### config.mk
export PLATFORM = sky130hd
export DESIGN_NAME = spdif_frame_encoder
export DESIGN_NICKNAME = d
export VERILOG_FILES = /design/src/rtl/spdif_pkg.sv /design/src/rtl/spdif_cs_rom.sv /design/src/rtl/spdif_frame_encoder.sv
export SDC_FILE = /design/constraint.sdc
export NUM_CORES = 1
export LEC_CHECK = 0
export BUFFER_PORTS_ARGS = -buffer_cell sky130_fd_sc_hd__buf_2
export CORE_UTILIZATION = 60
export DETAILED_ROUTE_END_ITERATION = 7
export PLACE_DENSITY_LB_ADDON = 0.3
export SYNTH_ARGS = -nofsm -noshare
export SYNTH_HDL_FRONTEND = slang
export SYNTH_SLANG_ARGS = --single-unit
### constraint.sdc
create_clock -name clk -period 3.4 [get_ports clk]
set_input_delay 0.51 -clock clk [delete_from_list [all_inputs] [get_ports clk]]
set_output_delay 0.51 -clock clk [all_outputs]
set_load 0.1 [all_outputs]
### src/rtl/spdif_pkg.sv
`default_nettype none
// ============================================================================
// Module   : spdif_pkg
// Brief    : Shared S/PDIF frame geometry, preamble patterns, channel-status map
// Revision : 1.0
// ============================================================================
package spdif_pkg;

    localparam int HALFCELLS_PER_FRAME = 128;
    localparam int FRAMES_PER_BLOCK    = 192;

    localparam logic [6:0] HC_LAST = 7'(HALFCELLS_PER_FRAME - 1);
    localparam logic [7:0] FR_LAST = 8'(FRAMES_PER_BLOCK - 1);

    // Transmitted MSB first, relative to a preceding line level of 0
    localparam logic [7:0] PREAMBLE_B = 8'b1110_1000;
    localparam logic [7:0] PREAMBLE_M = 8'b1110_0010;
    localparam logic [7:0] PREAMBLE_W = 8'b1110_0100;

    localparam logic [7:0] CS_BIT_COPY  = 8'd2;
    localparam logic [7:0] CS_BIT_RATE  = 8'd24;
    localparam logic [7:0] CS_BIT_FIXED = 8'd32;

    localparam logic [4:0] SLOT_DATA_FIRST = 5'd4;
    localparam logic [4:0] SLOT_V          = 5'd28;
    localparam logic [4:0] SLOT_U          = 5'd29;
    localparam logic [4:0] SLOT_C          = 5'd30;
    localparam logic [4:0] SLOT_P          = 5'd31;

    typedef enum logic [1:0] {
        PRE_B = 2'd0,
        PRE_M = 2'd1,
        PRE_W = 2'd2
    } preamble_e;

    typedef struct packed {
        logic [23:0] left;
        logic [23:0] right;
        logic        v;
    } hold_t;

    function automatic logic [7:0] preamble_pattern(input preamble_e kind);
        logic [7:0] pat;
        case (kind)
            PRE_B:   pat = PREAMBLE_B;
            PRE_M:   pat = PREAMBLE_M;
            default: pat = PREAMBLE_W;
        endcase
        return pat;
    endfunction

endpackage
`default_nettype wire

### src/rtl/spdif_cs_rom.sv
`default_nettype none
// ============================================================================
// Module   : spdif_cs_rom
// Brief    : Channel-status bit lookup for one frame of the 192-frame block
// Revision : 1.0
// ============================================================================
module spdif_cs_rom
    import spdif_pkg::*;
(
    input  logic [7:0] frame_idx_i,
    input  logic [3:0] rate_code_i,
    input  logic       copy_permit_i,
    output logic       c_bit_o
);

    always_comb begin
        c_bit_o = 1'b0;
        if (frame_idx_i == CS_BIT_COPY) begin
            c_bit_o = copy_permit_i;
        end else if (frame_idx_i >= CS_BIT_RATE && frame_idx_i < CS_BIT_RATE + 8'd4) begin
            // Rate field starts on a multiple of 4, so the low bits index the code
            c_bit_o = rate_code_i[frame_idx_i[1:0]];
        end else if (frame_idx_i == CS_BIT_FIXED) begin
            c_bit_o = 1'b1;
        end
    end

endmodule
`default_nettype wire

### src/rtl/spdif_frame_encoder.sv
`default_nettype none
// ============================================================================
// Module   : spdif_frame_encoder
// Brief    : 24-bit stereo S/PDIF frame builder with biphase-mark line coding
// Revision : 1.0
// ============================================================================
module spdif_frame_encoder
    import spdif_pkg::*;
#(
    parameter logic CS_COPY_PERMIT = 1'b1
) (
    input  logic        clk,
    input  logic        rst_n,
    input  logic [23:0] sample_left,
    input  logic [23:0] sample_right,
    input  logic        sample_valid,
    input  logic        validity,
    input  logic [3:0]  sample_rate_code,
    output logic        sample_ready,
    output logic        spdif_out,
    output logic        block_start,
    output logic        underrun
);

    logic [6:0] hc_q,   hc_d;
    logic [7:0] fr_q,   fr_d;
    logic       out_q,  out_d;
    logic       pol_q,  pol_d;
    logic       bs_q,   bs_d;
    logic       und_q,  und_d;
    logic [3:0] rate_q, rate_d;
    hold_t      hold_q, hold_d;

    logic        w_last_hc;
    logic        w_last_fr;
    logic [4:0]  w_slot;
    logic [4:0]  w_data_idx;
    logic [23:0] w_word;
    logic        w_c_bit;
    logic        w_parity;
    logic        w_bit;
    logic        w_in_pre;
    logic [2:0]  w_pre_idx;
    preamble_e   w_pre_kind;
    logic [7:0]  w_pattern;
    logic        w_pol;

    spdif_cs_rom u_cs_rom (
        .frame_idx_i   (fr_q),
        .rate_code_i   (rate_q),
        .copy_permit_i (CS_COPY_PERMIT),
        .c_bit_o       (w_c_bit)
    );

    assign w_last_hc    = (hc_q == HC_LAST);
    assign w_last_fr    = (fr_q == FR_LAST);
    assign sample_ready = rst_n & w_last_hc;

    assign spdif_out   = out_q;
    assign block_start = bs_q;
    assign underrun    = und_q;

    // Payload bit carried by the current slot
    always_comb begin
        w_slot     = hc_q[5:1];
        w_data_idx = w_slot - SLOT_DATA_FIRST;
        w_word     = hc_q[6] ? hold_q.right : hold_q.left;
        w_parity   = ^{w_c_bit, 1'b0, hold_q.v, w_word};
        if (w_slot == SLOT_P) begin
            w_bit = w_parity;
        end else if (w_slot == SLOT_C) begin
            w_bit = w_c_bit;
        end else if (w_slot == SLOT_U) begin
            w_bit = 1'b0;
        end else if (w_slot == SLOT_V) begin
            w_bit = hold_q.v;
        end else begin
            w_bit = w_word[w_data_idx];
        end
    end

    // Line level for the half-cell addressed by hc_q; registered into out_q
    always_comb begin
        w_in_pre  = (hc_q[5:3] == 3'd0);
        w_pre_idx = hc_q[2:0];
        if (hc_q[6]) begin
            w_pre_kind = PRE_W;
        end else if (fr_q == 8'd0) begin
            w_pre_kind = PRE_B;
        end else begin
            w_pre_kind = PRE_M;
        end
        w_pattern = preamble_pattern(w_pre_kind);
        // The whole preamble is inverted by the level held just before it starts
        w_pol = (w_pre_idx == 3'd0) ? out_q : pol_q;
        pol_d = w_in_pre ? w_pol : pol_q;

        if (w_in_pre) begin
            out_d = w_pattern[3'd7 - w_pre_idx] ^ w_pol;
        end else if (!hc_q[0] || w_bit) begin
            out_d = ~out_q;
        end else begin
            out_d = out_q;
        end
    end

    always_comb begin
        hc_d   = hc_q + 7'd1;
        fr_d   = fr_q;
        rate_d = rate_q;
        hold_d = hold_q;
        bs_d   = (hc_q == 7'd0) && (fr_q == 8'd0);
        und_d  = w_last_hc && !sample_valid;
        if (w_last_hc) begin
            fr_d = w_last_fr ? 8'd0 : fr_q + 8'd1;
            if (w_last_fr) begin
                rate_d = sample_rate_code;
            end
            if (sample_valid) begin
                hold_d.left  = sample_left;
                hold_d.right = sample_right;
                hold_d.v     = ~validity;
            end else begin
                hold_d.left  = 24'd0;
                hold_d.right = 24'd0;
                hold_d.v     = 1'b1;
            end
        end
    end

    always_ff @(posedge clk) begin
        if (!rst_n) begin
            hc_q         <= 7'd0;
            fr_q         <= 8'd0;
            out_q        <= 1'b0;
            pol_q        <= 1'b0;
            bs_q         <= 1'b0;
            und_q        <= 1'b0;
            rate_q       <= 4'd0;
            hold_q.left  <= 24'd0;
            hold_q.right <= 24'd0;
            hold_q.v     <= 1'b1;
        end else begin
            hc_q   <= hc_d;
            fr_q   <= fr_d;
            out_q  <= out_d;
            pol_q  <= pol_d;
            bs_q   <= bs_d;
            und_q  <= und_d;
            rate_q <= rate_d;
            hold_q <= hold_d;
        end
    end

endmodule
`default_nettype wire

==> results.py <==
metrics = {
    "power_and_ir_drop": {
        "power_uw": 1762,
        "p_switching_uw": 407.4,
        "p_per_area_nw_per_um2": 425.5,
        "cell_internal_pwr_uw": 1355,
        "vdd_ir_drop_max_mv": 0.3380,
        "clockPowerShare_pct": 43.7,
        "p_leak_uw": 0.001931,
        "netSwitchingFraction_pct": 23.12,
        "p_seq_share_pct": 48.9,
        "power_frac_comb_pct": 7.4,
    },
    "critical_path": {
        "crit_slowest_cell": "dfxtp_1",
        "startpoint": "hc_q[2]$_SDFF_PN0_",
        "crit_required_ps": 2890,
        "path_common_cell": "nor2_1",
        "reg2reg_from": "hc_q[1]$_SDFF_PN0_",
        "worstPathCellList": "nand3_1 > nor2_1 > nand2_1 > nor2_1 > buf_2",
        "start_kind": "register",
        "critical_path_class": "register to output pin",
        "rrSetupSlack_ps": 870,
        "arrival_ps": 2270,
        "cp_max_fo": 14,
        "slowest_delay_ps": 660,
        "worstSetupEndpointType": "output pin",
    },
    "clocking": {
        "cts_tree": "built",
        "cts_hold_buf": 0,
        "cts_setup_buffers": 0,
        "cts_resized": 0,
        "cts_buffer_depth": 2,
        "root_buffer": "clkbuf_8",
        "clock_latency_ps": 360,
        "cts_buffers": 9,
        "clk_pin_slew_worst_paths_ps": 70,
        "cts_sinks": 72,
        "htree_num_levels": 3,
    },
    "yosys": {
        "synth_edf_count": 0,
        "yosysUniqueCellTypes": 43,
        "async_flop_share_pct": 0,
        "synth_seq_area_share_pct": 40.25,
        "synth_ff_type": "dfxtp_1",
        "synth.avg_cell_area_sq_um": 10.56,
        "syn_nets": 403,
        "synth_seq_cells": 72,
        "ys_warn_count": 0,
        "synth_area_sq_um": 3581,
        "syn_inst": 339,
    },
    "grt": {
        "use_met3_pct": 4.943,
        "antenna_found_initial": 0,
        "first_global_vias": 2677,
        "met2_usage_pct": 43.28,
        "grt_pass1_wl_mm": 12.66,
        "global_route.overflow_total": 0,
        "grt_max_degree": 44,
        "top_usage_layer": "met2",
        "grtUsageTotal_pct": 26.79,
        "use_met1_pct": 34.46,
    },
    "sta": {
        "timing.final.ws_setup_ps": 620.2,
        "relSlewSlack_pct": 64.00,
        "fmax_mhz": 359.7,
        "clock_skew_ps": 14.42,
        "period_minus_slack_ps": 2780,
        "setup_tns_ps": 0,
        "setup_viol_count_final": 0,
        "drv_slew": 0,
        "min_period_over_period_pct": 81.76,
        "grt_setup_unrepaired": "false",
        "tightest_slew_ps": 539.2,
        "finalHoldViolCount": 0,
    },
    "placement": {
        "io_buffer_count": 59,
        "dp_hpwl_mm": 5.573,
        "place_ws_ps": 894.4,
        "dp.cells": 455,
        "gp_congestion": 0.8944,
    },
    "floorplanning": {
        "fp.coreArea_sq_um": 5642,
        "ios": 60,
        "placementRows": 27,
        "die_area_sq_um": 6281,
        "dieWidth_um": 79.26,
        "die_h_um": 79.26,
        "initial_core_util_pct": 63.47,
    },
    "drt": {
        "drc_errors": 0,
        "drtIter0Drc": 225,
        "via_count": 2766,
        "wl_mm": 7.760,
        "firstDrtPassIters": 4,
        "ant_nets": 0,
        "wl_per_cell_um": 16.48,
        "vias_per_cell": 5.873,
    },
    "cells_and_area": {
        "layout.nets": 458,
        "final_core_util_pct": 73.41,
        "n_antenna_cell": 0,
        "area_growth_pct": 15.65,
        "final_cells": 471,
        "drive_above_1_share_pct": 25.06,
        "layout_common_cells": "dfxtp_1, buf_2, a22o_1",
        "final_common_cell": "dfxtp_1",
    },
    "job": {
        "max_cap_viol_count": 0,
    },
    "worst_hold_path": {
        "min_path_type": "input port to register",
        "hold_path.startpoint": "validity",
    },
    "outcome": {
        "status": "completed",
    },
}
==> state kept, by name, indices dropped and copies added (netlist names) <==
| signal | cells |
|---|---|
| fr_q | 8 |
| pol_q | 1 |
| block_start | 1 |
| underrun | 1 |
| hold_q | 49 |
| spdif_out | 1 |
| hc_q | 7 |
| rate_q | 4 |
==> Yosys cell counts, drive strengths merged (2+ instances only) <==
cell	count	area share [%]
and3	2	0.35
xor2	30	7.3
inv	8	0.84
buf	5	1.2
mux4	15	9.5
a22o	42	10
ha	8	2.8
nor3	4	0.56
and2	2	0.35
xnor3	2	1.3
nand2b	3	0.52
dfxtp	72	40
xnor2	17	4.2
clkinv	2	0.56
nand4	3	0.52
nand3	12	1.7
mux2i	19	5.3
or4	2	0.42
o31ai	3	0.77
nor4	2	0.35
nand2	17	1.8
clkbuf	16	1.7
nor2	27	2.8
a21oi	12	1.7
==> final timing paths <==
check                                 to  cells after the start
hold / removal    hold_q[0]$_SDFFE_PN1N_                      2
hold reg to reg   rate_q[0]$_SDFFE_PN0P_                      2
setup reg to reg  spdif_out$_SDFFE_PN0P_                      9
setup / recovery            sample_ready                      5
==> through the flow <==
stage          cell area, sq um  hold slack [ps]
2_1_floorplan              3581            451.9
3_3_place_gp               3911            473.0
3_5_place_dp               3911            487.4
4_1_cts                    4141            347.0
5_1_grt                    4141            346.2
6_report                   4141            349.2
==> critical path, delay by kind of cell (launching register included) <==
kind	cells	cell delay, ps
buffers and inverters	1	430
DFF	1	660
and+or+nand+nor	4	830
==> layout make-up <==
cell class,count,area [sq um]
Multi-Input combinational cell,236,1989
Fill cell,367,1500
Sequential cell,72,1441
Timing Repair Buffer,65,340.3
Clock buffer,11,151.4
Tap cell,72,90.09
Clock inverter,5,78.83
Inverter,10,50.05
==> kinds of logic after synthesis <==
family | synth area share [%]
and+or+nand+nor | 10.38
DFF | 40.25
AOI/OAI and AO/OA | 14.40
xor gates and xnor gates | 12.75
muxes | 15.16
buffers and inverters | 4.263
adders and majority gates | 2.795
==> power by group through the flow <==
stage | combinational, uW | clock (uW) | sequential (uW)
finish | 131 | 769 | 862
global route | 142 | 813 | 863
CTS | 132 | 775 | 861
detailed placement | 131 | 0 | 881
global placement | 128 | 0 | 880
floorplan | 63.1 | 0 | 902
==> per-layer routing <==
layer | up-vias | part of all wire (%)
met1 | 1322 | 45
met2 | 100 | 47
li1 | 1333 | -
met4 | 0 | 1.5
met3 | 11 | 6.6
met5 | - | 0
Power figures use the tool's default switching activity.
